**config.mk**
```make
export PLATFORM = sky130hd
export DESIGN_NAME = src_control_unit
export DESIGN_NICKNAME = d
export VERILOG_FILES = /design/src/rtl/src_ctrl_pkg.sv /design/src/rtl/src_ctrl_decode.sv /design/src/rtl/src_control_unit.sv
export SDC_FILE = /design/constraint.sdc
export NUM_CORES = 1
export LEC_CHECK = 0
export ABC_AREA = 1
export ABC_CLOCK_PERIOD_IN_PS = 1400
export CAP_MARGIN = 5
export CORE_AREA = 8 8 64 66
export DETAILED_ROUTE_END_ITERATION = 10
export DIE_AREA = 0 0 72 74
export PLACE_DENSITY = 0.84
export SYNTH_ARGS = -nofsm -noshare
export SYNTH_HDL_FRONTEND = slang
export SYNTH_HIERARCHICAL = 1
export SYNTH_SLANG_ARGS = --single-unit
export TNS_END_PERCENT = 30
```
**constraint.sdc**
```tcl
create_clock -name clk -period 1.4 [get_ports clk]
set_input_delay 0.21 -clock clk [delete_from_list [all_inputs] [get_ports clk]]
set_output_delay 0.21 -clock clk [all_outputs]
set_load 0.01 [all_outputs]
```
**src/rtl/src_ctrl_pkg.sv**
```systemverilog
// Shared definitions for the SRC hardwired control sequencer:
// opcodes, ALU operation codes, sequencer states and the control strobe bundle.
package src_ctrl_pkg;

  localparam logic [4:0] OP_LD   = 5'b00000;
  localparam logic [4:0] OP_LDI  = 5'b00001;
  localparam logic [4:0] OP_ST   = 5'b00010;
  localparam logic [4:0] OP_ADD  = 5'b00011;
  localparam logic [4:0] OP_SUB  = 5'b00100;
  localparam logic [4:0] OP_AND  = 5'b00101;
  localparam logic [4:0] OP_OR   = 5'b00110;
  localparam logic [4:0] OP_ADDI = 5'b01100;
  localparam logic [4:0] OP_ANDI = 5'b01101;
  localparam logic [4:0] OP_ORI  = 5'b01110;
  localparam logic [4:0] OP_BR   = 5'b10011;
  localparam logic [4:0] OP_JR   = 5'b10100;
  localparam logic [4:0] OP_JAL  = 5'b10101;
  localparam logic [4:0] OP_IN   = 5'b10110;
  localparam logic [4:0] OP_OUT  = 5'b10111;
  localparam logic [4:0] OP_MFHI = 5'b11000;
  localparam logic [4:0] OP_MFLO = 5'b11001;
  localparam logic [4:0] OP_NOP  = 5'b11010;
  localparam logic [4:0] OP_HALT = 5'b11011;

  localparam logic [3:0] ALU_NONE  = 4'b0000;
  localparam logic [3:0] ALU_ADD   = 4'b0001;
  localparam logic [3:0] ALU_SUB   = 4'b0010;
  localparam logic [3:0] ALU_AND   = 4'b0110;
  localparam logic [3:0] ALU_OR    = 4'b0111;
  localparam logic [3:0] ALU_INCPC = 4'b1011;
  localparam logic [3:0] ALU_BR    = 4'b1111;

  typedef enum logic [3:0] {
    S_RST, T0, T1, T2, T3, T4, T5, T6, T7, S_HALT
  } state_t;

  typedef struct packed {
    logic pc_out;
    logic pc_in;
    logic mar_in;
    logic mdr_in;
    logic mdr_out;
    logic mdr_read;
    logic wren;
    logic ir_in;
    logic y_in;
    logic zlow_in;
    logic zlow_out;
    logic zhigh_in;
    logic zhigh_out;
    logic c_out;
    logic gra;
    logic grb;
    logic grc;
    logic r_in;
    logic r_out;
    logic ba_out;
    logic conff_in;
    logic hi_in;
    logic lo_in;
    logic hi_out;
    logic lo_out;
    logic inport_out;
    logic op_in;
    logic ip_in;
  } ctl_t;

  // Register-register and immediate forms share one ALU code per operation.
  function automatic logic [3:0] alu_of(input logic [4:0] op);
    case (op)
      OP_SUB:          return ALU_SUB;
      OP_AND, OP_ANDI: return ALU_AND;
      OP_OR,  OP_ORI:  return ALU_OR;
      default:         return ALU_ADD;
    endcase
  endfunction

endpackage

```
**src/rtl/src_ctrl_decode.sv**
```systemverilog
// Combinational step decoder: (state, opcode, con) -> control strobes,
// ALU select and next sequencer state.
module src_ctrl_decode
  import src_ctrl_pkg::*;
#(
  parameter int OPW = 5,
  parameter int ASW = 4
) (
  input  state_t           state_i,
  input  logic [OPW-1:0]   opcode_i,
  input  logic             con_i,
  output ctl_t             ctl_o,
  output logic [ASW-1:0]   alu_sel_o,
  output state_t           state_nxt_o
);

  logic last_step;

  always_comb begin
    ctl_o       = '0;
    alu_sel_o   = ALU_NONE;
    state_nxt_o = state_i;
    last_step   = 1'b0;
    case (state_i)
      S_RST:  state_nxt_o = T0;
      S_HALT: state_nxt_o = S_HALT;
      T0: begin
        state_nxt_o   = T1;
        ctl_o.pc_out  = 1'b1;
        ctl_o.mar_in  = 1'b1;
        ctl_o.zlow_in = 1'b1;
        alu_sel_o     = ALU_INCPC;
      end
      T1: begin
        state_nxt_o    = T2;
        ctl_o.zlow_out = 1'b1;
        ctl_o.pc_in    = 1'b1;
        ctl_o.mdr_read = 1'b1;
        ctl_o.mdr_in   = 1'b1;
      end
      T2: begin
        state_nxt_o   = T3;
        ctl_o.mdr_out = 1'b1;
        ctl_o.ir_in   = 1'b1;
      end
      T3: begin
        state_nxt_o = T4;
        case (opcode_i)
          OP_LD, OP_LDI, OP_ST: begin
            ctl_o.grb = 1'b1; ctl_o.ba_out = 1'b1; ctl_o.y_in = 1'b1;
          end
          OP_ADD, OP_SUB, OP_AND, OP_OR, OP_ADDI, OP_ANDI, OP_ORI: begin
            ctl_o.grb = 1'b1; ctl_o.r_out = 1'b1; ctl_o.y_in = 1'b1;
          end
          OP_BR: begin
            ctl_o.gra = 1'b1; ctl_o.r_out = 1'b1; ctl_o.conff_in = 1'b1;
          end
          OP_JR: begin
            ctl_o.gra = 1'b1; ctl_o.r_out = 1'b1; ctl_o.pc_in = 1'b1;
            last_step = 1'b1;
          end
          OP_JAL: begin
            ctl_o.grb = 1'b1; ctl_o.r_in = 1'b1; ctl_o.pc_out = 1'b1;
          end
          OP_IN: begin
            ctl_o.gra = 1'b1; ctl_o.r_in = 1'b1; ctl_o.inport_out = 1'b1;
            last_step = 1'b1;
          end
          OP_OUT: begin
            ctl_o.gra = 1'b1; ctl_o.r_out = 1'b1; ctl_o.op_in = 1'b1;
            last_step = 1'b1;
          end
          OP_MFHI: begin
            ctl_o.gra = 1'b1; ctl_o.r_in = 1'b1; ctl_o.hi_out = 1'b1;
            last_step = 1'b1;
          end
          OP_MFLO: begin
            ctl_o.gra = 1'b1; ctl_o.r_in = 1'b1; ctl_o.lo_out = 1'b1;
            last_step = 1'b1;
          end
          OP_HALT: state_nxt_o = S_HALT;
          default: last_step = 1'b1;
        endcase
      end
      T4: begin
        state_nxt_o = T5;
        case (opcode_i)
          OP_LD, OP_LDI, OP_ST, OP_ADDI, OP_ANDI, OP_ORI: begin
            ctl_o.c_out = 1'b1; ctl_o.zlow_in = 1'b1;
            alu_sel_o   = alu_of(opcode_i);
          end
          OP_ADD, OP_SUB, OP_AND, OP_OR: begin
            ctl_o.grc = 1'b1; ctl_o.r_out = 1'b1; ctl_o.zlow_in = 1'b1;
            alu_sel_o = alu_of(opcode_i);
          end
          OP_BR: begin
            ctl_o.pc_out = 1'b1; ctl_o.y_in = 1'b1;
          end
          OP_JAL: begin
            ctl_o.gra = 1'b1; ctl_o.r_out = 1'b1; ctl_o.pc_in = 1'b1;
            last_step = 1'b1;
          end
          default: last_step = 1'b1;
        endcase
      end
      T5: begin
        state_nxt_o = T6;
        case (opcode_i)
          OP_LD, OP_ST: begin
            ctl_o.zlow_out = 1'b1; ctl_o.mar_in = 1'b1;
          end
          OP_LDI, OP_ADD, OP_SUB, OP_AND, OP_OR, OP_ADDI, OP_ANDI, OP_ORI: begin
            ctl_o.zlow_out = 1'b1; ctl_o.gra = 1'b1; ctl_o.r_in = 1'b1;
            last_step = 1'b1;
          end
          OP_BR: begin
            ctl_o.c_out = 1'b1; ctl_o.zlow_in = 1'b1;
            alu_sel_o   = ALU_BR;
          end
          default: last_step = 1'b1;
        endcase
      end
      T6: begin
        state_nxt_o = T7;
        case (opcode_i)
          OP_LD: begin
            ctl_o.mdr_read = 1'b1; ctl_o.mdr_in = 1'b1;
          end
          OP_ST: begin
            ctl_o.gra = 1'b1; ctl_o.r_out = 1'b1; ctl_o.mdr_in = 1'b1;
          end
          OP_BR: begin
            // Branch taken only when the CON flop is set; otherwise PC keeps PC+1.
            ctl_o.zlow_out = 1'b1;
            ctl_o.pc_in    = con_i;
            last_step      = 1'b1;
          end
          default: last_step = 1'b1;
        endcase
      end
      T7: begin
        last_step = 1'b1;
        case (opcode_i)
          OP_LD: begin
            ctl_o.mdr_out = 1'b1; ctl_o.gra = 1'b1; ctl_o.r_in = 1'b1;
          end
          OP_ST:   ctl_o.wren = 1'b1;
          default: ;
        endcase
      end
      default: state_nxt_o = S_RST;
    endcase
    if (last_step) state_nxt_o = T0;
  end

endmodule

```
**src/rtl/src_control_unit.sv**
```systemverilog
// Hardwired control sequencer for the SRC datapath: fetch, decode and execute
// steps T0..T7, with a halt state released only by reset.
module src_control_unit
  import src_ctrl_pkg::*;
#(
  parameter int OPW = 5,
  parameter int ASW = 4
) (
  input  logic           clk,
  input  logic           reset,
  input  logic [31:0]    ir,
  input  logic           con,
  output logic           run,
  output logic           PCout,
  output logic           PCin,
  output logic           MARin,
  output logic           MDRin,
  output logic           MDRout,
  output logic           MDRread,
  output logic           wren,
  output logic           IRin,
  output logic           Yin,
  output logic           Zlowin,
  output logic           ZLowout,
  output logic           Zhighin,
  output logic           ZHighout,
  output logic           Cout,
  output logic           Gra,
  output logic           Grb,
  output logic           Grc,
  output logic           Rin,
  output logic           Rout,
  output logic           BAout,
  output logic           conffin,
  output logic           HIin,
  output logic           LOin,
  output logic           HIout,
  output logic           LOout,
  output logic           InPortout,
  output logic           OPin,
  output logic           IPin,
  output logic [ASW-1:0] ALUselect
);

  state_t state_q, state_d;
  logic   run_q, run_d;
  ctl_t   ctl;
  logic   unused_ir;

  assign unused_ir = ^ir[31-OPW:0];

  src_ctrl_decode #(
    .OPW (OPW),
    .ASW (ASW)
  ) u_decode (
    .state_i     (state_q),
    .opcode_i    (ir[31 -: OPW]),
    .con_i       (con),
    .ctl_o       (ctl),
    .alu_sel_o   (ALUselect),
    .state_nxt_o (state_d)
  );

  // run tracks the state being entered, so it drops together with entry to halt.
  always_comb begin
    run_d = 1'b1;
    if (state_d == S_RST || state_d == S_HALT) run_d = 1'b0;
  end

  always_ff @(posedge clk or posedge reset) begin
    if (reset) begin
      state_q <= S_RST;
      run_q   <= 1'b0;
    end else begin
      state_q <= state_d;
      run_q   <= run_d;
    end
  end

  assign run       = run_q;
  assign PCout     = ctl.pc_out;
  assign PCin      = ctl.pc_in;
  assign MARin     = ctl.mar_in;
  assign MDRin     = ctl.mdr_in;
  assign MDRout    = ctl.mdr_out;
  assign MDRread   = ctl.mdr_read;
  assign wren      = ctl.wren;
  assign IRin      = ctl.ir_in;
  assign Yin       = ctl.y_in;
  assign Zlowin    = ctl.zlow_in;
  assign ZLowout   = ctl.zlow_out;
  assign Zhighin   = ctl.zhigh_in;
  assign ZHighout  = ctl.zhigh_out;
  assign Cout      = ctl.c_out;
  assign Gra       = ctl.gra;
  assign Grb       = ctl.grb;
  assign Grc       = ctl.grc;
  assign Rin       = ctl.r_in;
  assign Rout      = ctl.r_out;
  assign BAout     = ctl.ba_out;
  assign conffin   = ctl.conff_in;
  assign HIin      = ctl.hi_in;
  assign LOin      = ctl.lo_in;
  assign HIout     = ctl.hi_out;
  assign LOout     = ctl.lo_out;
  assign InPortout = ctl.inport_out;
  assign OPin      = ctl.op_in;
  assign IPin      = ctl.ip_in;

endmodule
```
==> results of run 1 <==
synthesized netlist by cell type (3+ instances only):
master,n,area [um^2]
a21oi_1,3,15.0
buf_4,5,37.5
dfrtp_1,5,125
inv_1,25,93.8
inv_2,4,15.0
nand2_1,34,128
nand2_2,5,31.3
nand3_1,12,60.1
nor2_1,27,101
nor2_2,5,31.3
nor3_1,11,55.1
nor4_1,3,18.8
o21ai_0,11,55.1
worst paths after layout:
check	end	slack [ns]	cells after the start
worst min register to register	state_q[0]$_DFF_PP0_	0.81	4
worst max register to register	run$_DFF_PP0_	-0.39	14
worst max-delay path	PCin	-0.50	8
min in group clk	state_q[0]$_DFF_PP0_	0.81	4
max in group asynchronous	state_q[2]$_DFF_PP0_	1.07	2
worst min-delay path	state_q[1]$_DFF_PP0_	0.16	2
kinds of logic (layout without fill, tap and decap cells):
logic type | Yosys count | in the layout | share of synthesized area, %
AO/OA/AOI/OAI | 22 | 22 | 15.6
buffers and inverters | 37 | 136 | 18.6
flip-flops | 5 | 5 | 13.8
other | 1 | 5 | 0.413
AND/OR/NAND/NOR | 102 | 102 | 51.7
stage by stage:
| stage | cell area (um^2) | total power [mW] | setup TNS (ns) | worst slack [ns] | utilization (%) |
|---|---|---|---|---|---|
| after floorplan | 955 | 1.22 | -0.407 | -0.0752 | - |
| after global placement | 1680 | 2.13 | -26.50 | -1.00 | 53.0 |
| after detailed placement | 1680 | 2.17 | -27.23 | -1.04 | 53.0 |
| after CTS | 1840 | 2.57 | -10.21 | -0.467 | 57.8 |
| after global routing | 1950 | 3.05 | -14.23 | -0.585 | 61.3 |
| final | 1950 | 2.82 | -11.29 | -0.496 | 61.3 |
per-layer routing:
layer,part of all wire (%),up-vias,track usage [%]
met3,5.4,14,2.16
met2,53,50,28.2
met1,39,677,15.7
li1,-,737,-
met5,0,-,0
met4,2.5,0,6.12
power by group through the flow:
stage / Clock [mW] / Combinational [mW] / Sequential, mW
floorplan: 0 / 0.948 / 0.270
global placement: 0 / 1.87 / 0.259
detailed placement: 0 / 1.91 / 0.263
CTS: 0.168 / 2.14 / 0.264
global route: 0.179 / 2.58 / 0.283
finish: 0.164 / 2.39 / 0.273
sequential cells by signal (all words and copies together) (netlist names):
name     flops
state_q      4
run          1
area by class of cell:
cell class,count,area (um^2),share of cell area [%]
Multi-Input combinational cell,129,833,42.8
Timing Repair Buffer,102,787,40.4
Sequential cell,5,125,6.42
Inverter,30,119,6.10
Tap cell,46,57.6,2.95
Clock buffer,4,26.3,1.35
worst register-to-register path: cells and delay by family, from the launching register on:
| kind | cells | cell delay (ns) |
|---|---|---|
| simple gates | 11 | 0.89 |
| flops | 1 | 0.42 |
| buf+inv | 3 | 0.36 |
what timing repair did:
item | 4_1_cts | 5_1_grt
resized for setup | 154 | 34
endpoints found under the setup margin | 32 | 32
cloned | 0 | 0
setup buffers | 13 | 4
pin swaps | 13 | 5
==> reports/qor.csv, run 1 <==
metric,value,unit
status,finished with violations,
failing checks,setup timing,
"CP delay by family, top",buffers and inverters,
via count,1478,
gr usage total,14.7,%
async set-reset flop share out of synthesis,100,%
n_diodes,0,
RR Startpoint,state_q[0]$_DFF_PP0_,
largest net degree at the start of global routing,10,
Post-Synthesis Cell Area,908,um^2
Max Cap Viol,0,
max incr delay on CP,0.42,ns
crit start category,flop,
CP max-delay cell,dfrtp_1,
f_max,527,MHz
Final Slew Violations,0,
"most common cell after layout, fill and taps aside",buf_4,
Cell Rows,21,
IO Pins,68,
CP startpoint,state_q[0]$_DFF_PP0_,
share of total power in the clock network,5.8,%
Root Buffer,clkbuf_4,
worst-case clock buffer depth,2,
share of cells above drive strength 1,63.0,%
Die Y,74,um
Final ANT Viol Nets,0,
DR iter-0 viols,72,
Setup Crit Path Kind,flop to output pin,
RSZ-0062 raised after global routing,true,
PwrDens,1450,mW/mm^2
WP data arrival,1.69,ns
most frequent cells in the layout,"buf_4, nand2_1, buf_2",
Layout area overhead,114,%
DP Cell Count,295,
final net count,306,
number of global-route vias before repair,1479,
Sw Share,49.0,%
P_int,1.44,mW
VDD IR max,1330,uV
final setup margin,-0.496,ns
main flop type after synthesis,dfrtp_1,
CTS tree,yes,
initial core utilization,28.6,%
Synth Warn #,6,
"Req. time, crit path",1.19,ns
DRC errors left,0,
total core area,0.00318,mm^2
Synth Instances,167,
Final Skew,0.00170,ns
Synth cell types,28,
final hold viol count,0,
WL per Instance,13.1,um
Worst-path clk slew,0.04,ns
antenna violations before repair,0,
PortBufs,35,
fin crit share,135,%
total wire length,4140,um
count of flip-flops with a built-in enable after synthesis,0,
WP buf/inv,5,
Setup Viol. Count Final,32,
Flop pwr share,9.7,%
#FFs+latches synth,5,
Die ar.,0.00533,mm^2
number of CTS-inserted buffers,3,
Fillers,274,
crit path cell chain,inv_2 -> nand2_4 -> nor2_4 -> clkinvlp_4 -> buf_6 -> buf_6 -> o2111ai_2 -> buf_2,
gpl congestion,0.888,
Worst Hold Class,input port to async pin,
post-route minimum period,1.90,ns
Clock Latency Late Sink,0.24,ns
mean area per synthesized cell,5.44,um^2
first-pass GRT wire length,6380,um
switching pwr,1.38,mW
vias per cell,4.68,
Logic pwr share,84.5,%
sequential area share after synthesis,13.8,%
cell repeated most along the worst path,buf_6,
Overflow after GRT,0,
H-tree level count,1,
die width,72,um
Pleak,1.01,nW
Setup crit end kind,output pin,
Sink Count,5,
WHS,0.165,ns
"Hold-fix buffers, CTS",0,
HPWL after detailed placement,2810,um
worst-path fanout max,4,
drt pass-1 iters,4,
Finished Layout Cells,316,
(Power assumes the default switching activity.)
==> inputs of run 2 (changes only) <==
TNS_END_PERCENT = not set   (was 30)
==> reports/qor.csv, run 2 (synthesis results as in run 1) <==
metric,value,unit,change
IO Pins,68,,unchanged
number of global-route vias before repair,1542,,+4.3%
"Req. time, crit path",1.19,ns,about the same
Fillers,233,,-15%
Cell Rows,21,,unchanged
Finished Cell Area,0.00211,mm^2,+8.3%
drt pass-1 iters,5,,+1
total wire length,4740,um,+15%
Die Y,74,um,unchanged
setup TNS,-11.80,ns,-0.511 ns
Setup Viol. Count Final,32,,unchanged
WHS,0.183,ns,+0.0184 ns
fin crit share,138,%,+2.9 points
DR iter-0 viols,100,,+39%
Area after DPL,0.00165,mm^2,-1.8%
most frequent cells in the layout,"buf_4, nand2_1, buf_2",,
largest net degree at the start of global routing,9,,-1
failing checks,setup timing,,
Layout area overhead,132,%,
Logic pwr share,87.5,%,+3.0 points
Overflow after GRT,0,,unchanged
Final Slew Violations,0,,unchanged
f_max,517,MHz,-2.1%
final hold viol count,0,,unchanged
"most common cell after layout, fill and taps aside",buf_4,,
Pleak,1.08,nW,+6.7%
Worst Hold Class,input port to async pin,,
antenna violations before repair,0,,unchanged
Flop pwr share,7.8,%,-1.9 points
largest register by flop count,state_q,,
WP data arrival,1.73,ns,+0.04 ns
switching pwr,1.68,mW,+21%
Multi-input gate area,927,um^2,+11%
WL per Instance,14.9,um,+14%
die width,72,um,unchanged
status,finished with violations,,
max reg flops,4,,unchanged
number of CTS-inserted buffers,3,,unchanged
Die ar.,0.00533,mm^2,unchanged
Max Cap Viol,0,,unchanged
crit start category,flop,,
H-tree level count,1,,unchanged
vias per cell,4.85,,+3.7%
Sink Count,5,,unchanged
initial core utilization,28.6,%,unchanged
register area,126,um^2,+1.0%
PwrDens,1630,mW/mm^2,+12%
P_int,1.75,mW,+22%
CP startpoint,state_q[0]$_DFF_PP0_,,
via count,1542,,+4.3%
gpl congestion,0.899,,+1.2%
Placement Setup Slack,-1.04,ns,-0.00171 ns
n_diodes,0,,unchanged
total core area,0.00318,mm^2,unchanged
Clock Latency Late Sink,0.24,ns,about the same
Sw Share,48.9,%,-0.15 points
share of cells above drive strength 1,65.4,%,+2.5 points
RSZ-0062 raised after global routing,true,,
PortBufs,35,,unchanged
Worst-path clk slew,0.04,ns,about the same
"Hold-fix buffers, CTS",0,,unchanged
post-route minimum period,1.94,ns,+0.0401 ns
final cell utilization of the core,66.4,%,+5.1 points
Setup Crit Path Kind,flop to output pin,,
CTS tree,yes,,
RR Startpoint,state_q[0]$_DFF_PP0_,,
Root Buffer,clkbuf_4,,
VDD IR max,1680,uV,+26%
HPWL after detailed placement,2800,um,-0.44%
final setup margin,-0.536,ns,-0.0401 ns
Setup crit end kind,output pin,,
share of total power in the clock network,4.7,%,-1.1 points
Final Skew,0.00239,ns,+0.000686 ns
worst-path fanout max,4,,unchanged
DRC errors left,0,,unchanged
gr usage total,15.7,%,+1.0 points
Final ANT Viol Nets,0,,unchanged
first-pass GRT wire length,6780,um,+6.3%
worst-case clock buffer depth,2,,unchanged
final net count,308,,+0.65%
[run 2: cell count changes in the layout (fill, tap and decap cells not counted), moves of 3 or more]
| cell | before | now |
|---|---|---|
| buf_4 | 60 | 48 |
| buf_6 | 11 | 22 |
| nand2_2 | 10 | 5 |
| nor3_2 | 6 | 3 |
| nor3_4 | 3 | 6 |
| o21ai_1 | 4 | 0 |
| o21ai_2 | 3 | 7 |
[run 2: what timing repair did]
action / 4_1_cts / 5_1_grt
gates resized for setup: 199 / 30
pin swaps: 27 / 17
setup endpoints to repair: 32 / 32
setup buffers: 18 / 8
cloned: 1 / 0
[run 2: area by class of cell]
type / count / share of cell area (%)
inverters: 30 / 5.75
repair inverters: 1 / 0.356
well taps: 46 / 2.73
clock buffers: 4 / 1.25
multi-input cells: 129 / 44.0
repair buffers: 103 / 40.0
flip-flops and latches: 5 / 5.99
[run 2: power groups by stage]
stage / Combinational (mW) / Sequential, mW / Clock [mW]
final: 3.00 / 0.266 / 0.162
after global routing: 3.17 / 0.277 / 0.179
after CTS: 2.46 / 0.270 / 0.166
after detailed placement: 1.90 / 0.262 / 0
after global placement: 1.87 / 0.259 / 0
after floorplan: 0.948 / 0.270 / 0
[run 2: per-layer routing]
metal,wire (um),up-vias,GRT usage (%)
met1,1750,719,16.0
met2,2610,63,30.7
met5,0,-,0
met4,167,0,7.03
met3,210,19,2.70
li1,-,741,-
[run 2: metrics by stage]
step	cells	power (mW)
2_1_floorplan	171	1.22
3_3_place_gp	291	2.13
3_5_place_dp	291	2.16
4_1_cts	312	2.89
5_1_grt	318	3.63
6_report	318	3.43
[run 2: worst paths after layout]
kind / end / slack, ns / cells after the start
max in group asynchronous: state_q[0]$_DFF_PP0_ / 1.04 / 2
worst max register to register: run$_DFF_PP0_ / -0.43 / 12
worst min-delay path: state_q[1]$_DFF_PP0_ / 0.18 / 2
worst max-delay path: ALUselect[0] / -0.54 / 9
worst min register to register: state_q[0]$_DFF_PP0_ / 0.84 / 4
min in group clk: state_q[0]$_DFF_PP0_ / 0.84 / 4
[run 2: critical path, cell delays in order (launching register included)]
cell	delay (ns)
dfrtp_2	0.42
buf_4	0.14
buf_4	0.13
nor3_4	0.19
nand2_2	0.12
nand2_4	0.10
a21oi_4	0.04
buf_6	0.11
a21oi_2	0.08
buf_2	0.14
==> inputs of run 3 (changes only) <==
CAP_MARGIN = 0   (was 5)
MAX_ROUTING_LAYER = met4   (was not set)
==> reports/qor.csv, run 3 (synthesis results as in run 1) <==
metric,value,unit,change
CP max-delay cell,dfrtp_2,,
post-route minimum period,1.94,ns,+0.00185 ns
WP data arrival,1.73,ns,about the same
GRT met3 Usage,2.43,%,-0.27 points
final hold viol count,0,,unchanged
initial core utilization,28.6,%,unchanged
Die Y,74,um,unchanged
total wire length,4740,um,-0.11%
die width,72,um,unchanged
Cell Rows,21,,unchanged
PwrDens,1620,mW/mm^2,about the same
via count,1556,,+0.91%
gr usage total,16.2,%,+0.46 points
worst-path fanout max,4,,unchanged
Layout area overhead,132,%,unchanged
RR Startpoint,state_q[0]$_DFF_PP0_,,
largest register by flop count,state_q,,
worst r2r dst,run$_DFF_PP0_,,
Global Route met1 Usage,16.2,%,+0.16 points
H-tree level count,1,,unchanged
"most common cell after layout, fill and taps aside",buf_4,,
first-pass GRT wire length,6780,um,unchanged
final net count,308,,unchanged
worst-case clock buffer depth,2,,unchanged
antenna violations before repair,0,,unchanged
Setup crit end kind,output pin,,
Worst-path clk slew,0.04,ns,about the same
failing checks,setup timing,,
number of global-route vias before repair,1543,,+0.065%
M2 GR Usage,30.7,%,unchanged
DP Cell Count,291,,unchanged
drt pass-1 iters,4,,-1
crit start category,flop,,
number of CTS-inserted buffers,3,,unchanged
Setup Viol. Count Final,32,,unchanged
Finished Cell Area,0.00211,mm^2,unchanged
Clock Latency Late Sink,0.23,ns,about the same
Root Buffer,clkbuf_4,,
status,finished with violations,,
Fillers,233,,unchanged
final cell utilization of the core,66.4,%,unchanged
f_max,516,MHz,about the same
vias per cell,4.89,,+0.91%
r2r setup slk,-0.43,ns,about the same
final setup margin,-0.538,ns,-0.00185 ns
WHS,0.186,ns,+0.00266 ns
Pleak,1.08,nW,unchanged
"Hold-fix buffers, CTS",0,,unchanged
crit path cell chain,buf_4 -> buf_4 -> nor3_4 -> nand2_2 -> nand2_4 -> a21oi_4 -> buf_6 -> a21oi_2 -> buf_2,,
max incr delay on CP,0.42,ns,about the same
worst r2r path cells,12,,unchanged
Finished Layout Cells,318,,unchanged
largest net degree at the start of global routing,9,,unchanged
n_diodes,0,,unchanged
Final Skew,0.00261,ns,+0.000218 ns
total core area,0.00318,mm^2,unchanged
max reg flops,4,,unchanged
Final ANT Viol Nets,0,,unchanged
RSZ-0062 raised after global routing,true,,
Max Cap Viol,0,,unchanged
DRC errors left,0,,unchanged
cell repeated most along the worst path,buf_4,,
VDD IR max,1690,uV,+0.11%
HPWL after detailed placement,2800,um,unchanged
PortBufs,35,,unchanged
Setup Crit Path Kind,flop to output pin,,
Final Slew Violations,0,,unchanged
Area after DPL,0.00165,mm^2,unchanged
most frequent cells in the layout,"buf_4, nand2_1, buf_2",,
Overflow after GRT,0,,unchanged
IO Pins,68,,unchanged
Power Total,3.43,mW,about the same
gpl congestion,0.914,,+1.7%
"Req. time, crit path",1.19,ns,about the same
fin crit share,138,%,about the same
GR peak layer,met2,,
Worst Hold Class,input port to async pin,,
DR iter-0 viols,104,,+4.0%
WL per Instance,14.9,um,-0.11%
Die ar.,0.00533,mm^2,unchanged
share of cells above drive strength 1,65.4,%,unchanged
Sink Count,5,,unchanged
CTS tree,yes,,
-- run 3: layout make-up --
cell class | instances | area, um^2 | area share (%)
Clock buffer | 4 | 26.3 | 1.25
Tap cell | 46 | 57.6 | 2.73
Timing Repair Buffer | 103 | 843 | 40.0
Inverter | 30 | 121 | 5.75
Timing Repair inverter | 1 | 7.51 | 0.356
Sequential cell | 5 | 126 | 5.99
Multi-Input combinational cell | 129 | 927 | 44.0
-- run 3: where the power goes --
part | leakage, nW | switching, mW | internal (mW) | total, mW
registers | 0.0599 | 0.0477 | 0.219 | 0.266
clock network | 0.0150 | 0.0524 | 0.107 | 0.160
logic | 1.00 | 1.57 | 1.43 | 3.00
total | 1.08 | 1.67 | 1.75 | 3.43
-- run 3: worst max-delay path by stage --
stage / startpoint / endpoint / slack (ns) / cells after the start
2_1_floorplan: state_q[1]$_DFF_PP0_ / run$_DFF_PP0_ / -0.08 / 12
3_3_place_gp: ir[28] / ALUselect[1] / -1.01 / 9
3_5_place_dp: ir[28] / ALUselect[1] / -1.04 / 9
4_1_cts: state_q[3]$_DFF_PP0_ / LOout / -0.45 / 7
5_1_grt: state_q[0]$_DFF_PP0_ / ALUselect[0] / -0.62 / 9
6_report: state_q[0]$_DFF_PP0_ / ALUselect[0] / -0.54 / 9
-- run 3: stage by stage --
step	setup WS, ns	setup TNS [ns]
after floorplan	-0.0752	-0.407
after global placement	-1.01	-26.29
after detailed placement	-1.04	-26.79
after CTS	-0.455	-10.31
after global routing	-0.625	-14.68
final	-0.538	-11.75
-- run 3: what timing repair did --
action	CTS	global route
gates cloned	1	0
resized for setup	199	30
pin swaps	27	17
endpoints found under the hold margin	0	0
setup buffers	18	8
endpoints found under the setup margin	32	32
-- run 3: critical path: cells and delay by family (launching register included) --
family	cells	cell delay, ns
compound gates	2	0.12
flops	1	0.42
buf+inv	4	0.53
simple gates	3	0.41
-- run 3: per-layer routing --
layer  share of wire, %  wire length [um]
met4                3.7               176
met1                 36              1720
met2                 55              2580
met3                5.5               261
met5                  0                 0
